### src/rtl/matrix_stream_pkg.sv
// matrix_stream_pkg: state encoding and width defaults shared by the matrix stream driver files
package matrix_stream_pkg;
  typedef enum logic [1:0] {IDLE, SEND, COLLECT} state_t;
  localparam int DEFAULT_DATA_WIDTH = 8;
  localparam int DEFAULT_C_DATA_WIDTH = 2 * DEFAULT_DATA_WIDTH + 16;
endpackage

### src/rtl/c_stream_collector.sv
// c_stream_collector: counts C beats and steers each row or column beat into the N x N result register
// ports: clear_i zeroes result and counter; en_i marks the collect phase; beat = en_i & valid & ready;
//        c_matrix_o[i][j] is C[i][j]; final_beat_o flags the Nth beat
module c_stream_collector
  import matrix_stream_pkg::*;
#(
  parameter int N = 4,
  parameter int C_DATA_WIDTH = DEFAULT_C_DATA_WIDTH
) (
  input  logic clk,
  input  logic reset,
  input  logic clear_i,
  input  logic en_i,
  input  logic row_mode_i,
  input  logic output_valid_i,
  input  logic output_ready_i,
  input  logic [N-1:0][C_DATA_WIDTH-1:0] c_stream_i,
  output logic [N-1:0][N-1:0][C_DATA_WIDTH-1:0] c_matrix_o,
  output logic final_beat_o
);
  localparam int RW = $clog2(N + 1);
  logic [RW-1:0] r_q, r_d;
  logic [N-1:0][N-1:0][C_DATA_WIDTH-1:0] c_q, c_d;
  logic beat;
  assign beat = en_i && output_valid_i && output_ready_i;
  assign final_beat_o = beat && r_q == RW'(N - 1);
  assign c_matrix_o = c_q;
  always_comb begin
    r_d = clear_i ? '0 : r_q + RW'(beat);
    c_d = clear_i ? '0 : c_q;
    for (int x = 0; x < N; x++)
      for (int y = 0; y < N; y++)
        if (beat && r_q == RW'(x)) begin
          if (row_mode_i) c_d[x][y] = c_stream_i[y];
          else c_d[y][x] = c_stream_i[y];
        end
  end
  always_ff @(posedge clk) begin
    if (reset) begin
      r_q <= '0;
      c_q <= '0;
    end else begin
      r_q <= r_d;
      c_q <= c_d;
    end
  end
endmodule

### src/rtl/matrix_stream_driver.sv
// matrix_stream_driver: latches A/B on start, streams K operand beats to the systolic array, collects N C beats
// ports: start/a_matrix/b_matrix/row_mode sampled in IDLE; hold throttles both handshakes;
//        a_*/b_*/last/input_ready form the operand stream; output_*/c_stream form the result stream;
//        busy outside IDLE, done pulses one cycle when c_matrix is complete
module matrix_stream_driver
  import matrix_stream_pkg::*;
#(
  parameter int DATA_WIDTH = DEFAULT_DATA_WIDTH,
  parameter int N = 4,
  parameter int K = 4,
  parameter int C_DATA_WIDTH = DEFAULT_C_DATA_WIDTH
) (
  input  logic clk,
  input  logic reset,
  input  logic start,
  input  logic [N-1:0][K-1:0][DATA_WIDTH-1:0] a_matrix,
  input  logic [K-1:0][N-1:0][DATA_WIDTH-1:0] b_matrix,
  input  logic row_mode,
  input  logic hold,
  output logic busy,
  output logic done,
  output logic [N-1:0][N-1:0][C_DATA_WIDTH-1:0] c_matrix,
  output logic a_valid,
  output logic b_valid,
  output logic [N-1:0][DATA_WIDTH-1:0] a_data,
  output logic [N-1:0][DATA_WIDTH-1:0] b_data,
  output logic last,
  input  logic input_ready,
  output logic output_ready,
  output logic output_by_row,
  input  logic output_valid,
  input  logic [N-1:0][C_DATA_WIDTH-1:0] c_stream
);
  localparam int KW = $clog2(K + 1);
  state_t state_q, state_d;
  logic [KW-1:0] k_q, k_d;
  logic [N-1:0][K-1:0][DATA_WIDTH-1:0] a_q;
  logic [K-1:0][N-1:0][DATA_WIDTH-1:0] b_q;
  logic row_q, done_q, accept, send, xfer, final_beat;
  assign accept = state_q == IDLE && start;
  assign send = state_q == SEND;
  // valid ignores input_ready: the array's ready is a function of valid
  assign a_valid = send && !hold;
  assign b_valid = a_valid;
  assign xfer = a_valid && input_ready;
  assign last = send && k_q == KW'(K - 1);
  assign output_ready = state_q == COLLECT && !hold;
  assign output_by_row = row_q;
  assign busy = state_q != IDLE;
  assign done = done_q;
  always_comb begin
    a_data = '0;
    b_data = '0;
    for (int x = 0; x < K; x++)
      if (send && k_q == KW'(x)) begin
        for (int i = 0; i < N; i++) a_data[i] = a_q[i][x];
        b_data = b_q[x];
      end
  end
  always_comb begin
    state_d = state_q;
    k_d = k_q;
    case (state_q)
      IDLE: if (start) begin
        state_d = SEND;
        k_d = '0;
      end
      SEND: begin
        k_d = k_q + KW'(xfer);
        state_d = xfer && last ? COLLECT : SEND;
      end
      COLLECT: state_d = final_beat ? IDLE : COLLECT;
      default: state_d = IDLE;
    endcase
  end
  always_ff @(posedge clk) begin
    if (reset) begin
      state_q <= IDLE;
      k_q <= '0;
      a_q <= '0;
      b_q <= '0;
      row_q <= 1'b0;
      done_q <= 1'b0;
    end else begin
      state_q <= state_d;
      k_q <= k_d;
      done_q <= final_beat;
      if (accept) begin
        a_q <= a_matrix;
        b_q <= b_matrix;
        row_q <= row_mode;
      end
    end
  end
  c_stream_collector #(.N(N), .C_DATA_WIDTH(C_DATA_WIDTH)) u_collect (
    .clk(clk),
    .reset(reset),
    .clear_i(accept),
    .en_i(state_q == COLLECT),
    .row_mode_i(row_q),
    .output_valid_i(output_valid),
    .output_ready_i(output_ready),
    .c_stream_i(c_stream),
    .c_matrix_o(c_matrix),
    .final_beat_o(final_beat)
  );
endmodule

### config.mk
export PLATFORM = sky130hd
export DESIGN_NAME = matrix_stream_driver
export DESIGN_NICKNAME = d
export VERILOG_FILES = /design/src/rtl/matrix_stream_pkg.sv /design/src/rtl/c_stream_collector.sv /design/src/rtl/matrix_stream_driver.sv
export SDC_FILE = /design/constraint.sdc
export NUM_CORES = 2
export LEC_CHECK = 0
export CORE_AREA = 5 5 372 374
export DETAILED_ROUTE_END_ITERATION = 8
export DIE_AREA = 0 0 377 379
export DONT_BUFFER_PORTS = 1
export HOLD_SLACK_MARGIN = 0.05
export PLACE_DENSITY_LB_ADDON = 0.1
export SLEW_MARGIN = 20
export SYNTH_ARGS = -nofsm -noshare
export SYNTH_HDL_FRONTEND = slang
export SYNTH_SLANG_ARGS = --single-unit
### constraint.sdc
create_clock -name clk -period 3.3 [get_ports clk]
set_input_delay 0.825 -clock clk [delete_from_list [all_inputs] [get_ports clk]]
set_output_delay 0.825 -clock clk [all_outputs]
set_load 0.01 [all_outputs]
==> results.py <==
metrics = {
    "outcome": {
        "status": "finished, violations left",
        "violations": "slew limit",
    },
    "logic_synthesis": {
        "ys_ff_latch": 778,
        "synth_area_leaders": "dfxtp_1 45%, nand2_1 7.2%, mux2i_1 5.5%, a311oi_2 5.2%, o2bb2ai_1 4.7%",
        "synth_top_area_cell": "dfxtp_1",
        "yosys.cell_types.count": 64,
        "async_reset_ff_share_pct": 0,
        "synth_edf_count": 0,
        "synth_commonest_cells": "778 x dfxtp_1, 672 x nand2_1, 287 x nor2_1, 260 x a21oi_1, 210 x clkbuf_1",
        "synth_nets": 4185,
        "syn_inst": 3790,
        "synth_flop_cell": "dfxtp_1",
        "yosysTopAreaCellShare_pct": 44.7,
        "syn_area_per_cell_um2": 9.20,
        "synth_area_mm2": 0.0349,
        "yosysWarnings": 0,
        "yosysSeqAreaShare_pct": 44.7,
        "synth.most_common_cell": "dfxtp_1",
    },
    "global_route": {
        "grt_pass1_vias": 28200,
        "track_usage_pct": 23.7,
        "grt_max_degree": 553,
        "antenna_found_initial": 16,
        "grt_pass1_wl_mm": 244,
        "grt_overflow_total": 0,
    },
    "sta": {
        "timing.final.crit_share_pct": 96.9,
        "fmax_mhz": 313,
        "hold_ws_ps": 219,
        "rsz0062_at_grt": "yes",
        "relSlewSlack_pct": -66.6,
        "hold_violations": 0,
        "period_minus_slack_ps": 3200,
        "worstMarginPinSlew_ps": 2500,
        "final.setup.tns_ps": 0,
        "setup_viol": 0,
        "slew_violations": 257,
        "setup_slack_ps": 103,
        "fin_skew_ps": 30.1,
    },
    "finish": {
        "fillers": 14200,
        "stdcell_area_mm2": 0.0404,
        "regArea_mm2": 0.0156,
        "syn2layout_area_growth_pct": 15.8,
        "fin_nets": 4020,
        "drive_gt1_share_pct": 14.7,
        "multi_input_area_mm2": 0.0177,
    },
    "floorplan": {
        "die_y_um": 379,
        "fp.dieArea_mm2": 0.143,
        "ios": 974,
        "rows": 135,
        "coreArea_mm2": 0.135,
        "initial_utilization_pct": 25.9,
        "die_w_um": 377,
    },
    "power": {
        "irDropWorstVdd_mv": 0.370,
        "p_leak_uw": 0.0149,
        "power_uw": 22200,
        "powerDensity_mw_per_mm2": 549,
    },
    "critical_path": {
        "startpoint_type": "register",
        "arrival_ps": 2370,
        "cp_max_fo": 21,
        "cp.required_ps": 2470,
        "end_kind": "output pin",
        "critPathKind": "register to output pin",
    },
    "drt": {
        "via_count": 29100,
        "finalWirelength_mm": 179,
        "avgRoutedWirePerCell_um": 32.5,
        "first_pass_iters": 5,
        "antenna_left": 0,
        "route.detailed.drc": 0,
        "routed_via_density": 5.29,
        "drtIter0Drc": 2204,
    },
    "placement": {
        "dp_hpwl_mm": 121,
        "placed_cell_area_mm2": 0.0369,
        "io_buffers": 0,
        "globalplace.congestion": 0.786,
        "pre_cts_ws_ps": 534,
    },
    "clocking": {
        "cts_hold_buf": 0,
        "root_buffer": "clkbuf_16",
        "cts_tree": "yes",
        "clk_pin_slew_ps": 60,
        "htreeDepth": 3,
        "numCtsBuffers": 100,
        "clock_sinks": 778,
        "clockBufferDepth": 3,
        "insertion_delay_ps": 720,
    },
    "min_path": {
        "hold_class": "primary input to register",
    },
    "run": {
        "maxCapViolCount": 0,
    },
}
[per-layer routing]
| layer | up-vias | wire length [µm] | GRT usage [%] |
|---|---|---|---|
| met4 | 2 | 5520 | 7.08 |
| met2 | 1064 | 84600 | 39.4 |
| met3 | 218 | 16400 | 8.49 |
| met5 | - | 13 | 0 |
| li1 | 13200 | - | - |
| met1 | 14600 | 72100 | 28.8 |
[worst max-delay path, stage by stage, from the launching register on]
cell      delay (ps)
dfxtp_1          530
nand2b_1         110
or2_2            370
buf_4            270
nor2b_1          360
[cell families (layout without fill, tap and decap cells)]
logic type / count (synthesis) / count (layout) / share of synthesized area, %
simple gates: 1517 / 1517 / 20.3
mux: 256 / 256 / 9.65
fa+ha+maj: 4 / 4 / 0.144
compound gates: 847 / 847 / 20.0
other cells: 0 / 15 / 0
flops: 778 / 778 / 44.7
xor+xnor: 2 / 2 / 0.0503
buf+inv: 386 / 301 / 5.19
[worst paths after layout]
check,start,to,slack [ps],cells past startpoint
max reg2reg,u_collect.r_q[0],u_collect.c_matrix_o[39],660,5
max,state_q[0],a_data[21],100,4
min reg2reg,a_q[85],a_q[85],450,2
min,c_stream[44],u_collect.c_matrix_o[236],220,1
[power breakdown]
group / switching (µW) / internal, µW / leakage (µW)
clock network: 4690 / 6770 / 0.00167
registers: 105 / 9590 / 0.00631
logic: 672 / 374 / 0.00691
total: 5460 / 16700 / 0.0149
[what timing repair did]
item,CTS,global route
setup buffers,3,0
pin swaps,0,0
setup endpoints to repair,22,2
gates cloned,0,0
resized for setup,17,0
[placed cells by master (no fill, tap or decap), types with 4 or more instances in the layout]
cell / n
and2_0: 24
buf_4: 68
nor2b_1: 48
nor2_1: 287
o2bb2ai_1: 189
nand3_1: 155
a21boi_0: 32
nand2_1: 669
a21oi_1: 259
a31oi_1: 97
clkbuf_1: 20
nor2b_2: 16
mux2i_1: 191
o211ai_1: 32
nor3b_1: 11
clkinv_2: 18
ha_1: 4
and3_1: 95
a311oi_2: 120
a211oi_2: 30
and2_1: 169
a221o_1: 9
bufinv_16: 8
diode_2: 15
dfxtp_1: 775
a22o_1: 32
a311oi_1: 32
nand2b_1: 5
mux4_2: 64
clkbuf_16: 101
buf_12: 47
clkbuf_8: 22
clkinvlp_4: 4
or4_4: 4
[registers in the layout, indices dropped and copies added (netlist names)]
register and count:
k_q 3, u_collect.c_matrix_o 512, state_q 2, done 1
output_by_row 1, b_q 128, a_q 128, u_collect.r_q 3
[final cells by class]
| type | count | area share [%] |
|---|---|---|
| diodes | 15 | 0.0929 |
| clock buffers | 143 | 7.19 |
| clock inverters | 39 | 1.21 |
| inverters | 4 | 0.0372 |
| multi-input cells | 2626 | 43.8 |
| flip-flops and latches | 778 | 38.6 |
| well taps | 1781 | 5.52 |
| repair buffers | 115 | 3.59 |
[through the flow]
stage / cells / util (%)
3_3_place_gp: 5301 / 27.4
5_1_grt: 5493 / 30.0
4_1_cts: 5486 / 30.0
6_report: 5501 / 30.0
2_1_floorplan: 3790 / -
3_5_place_dp: 5301 / 27.4
Note: power is estimated with default switching activity, not from simulation.
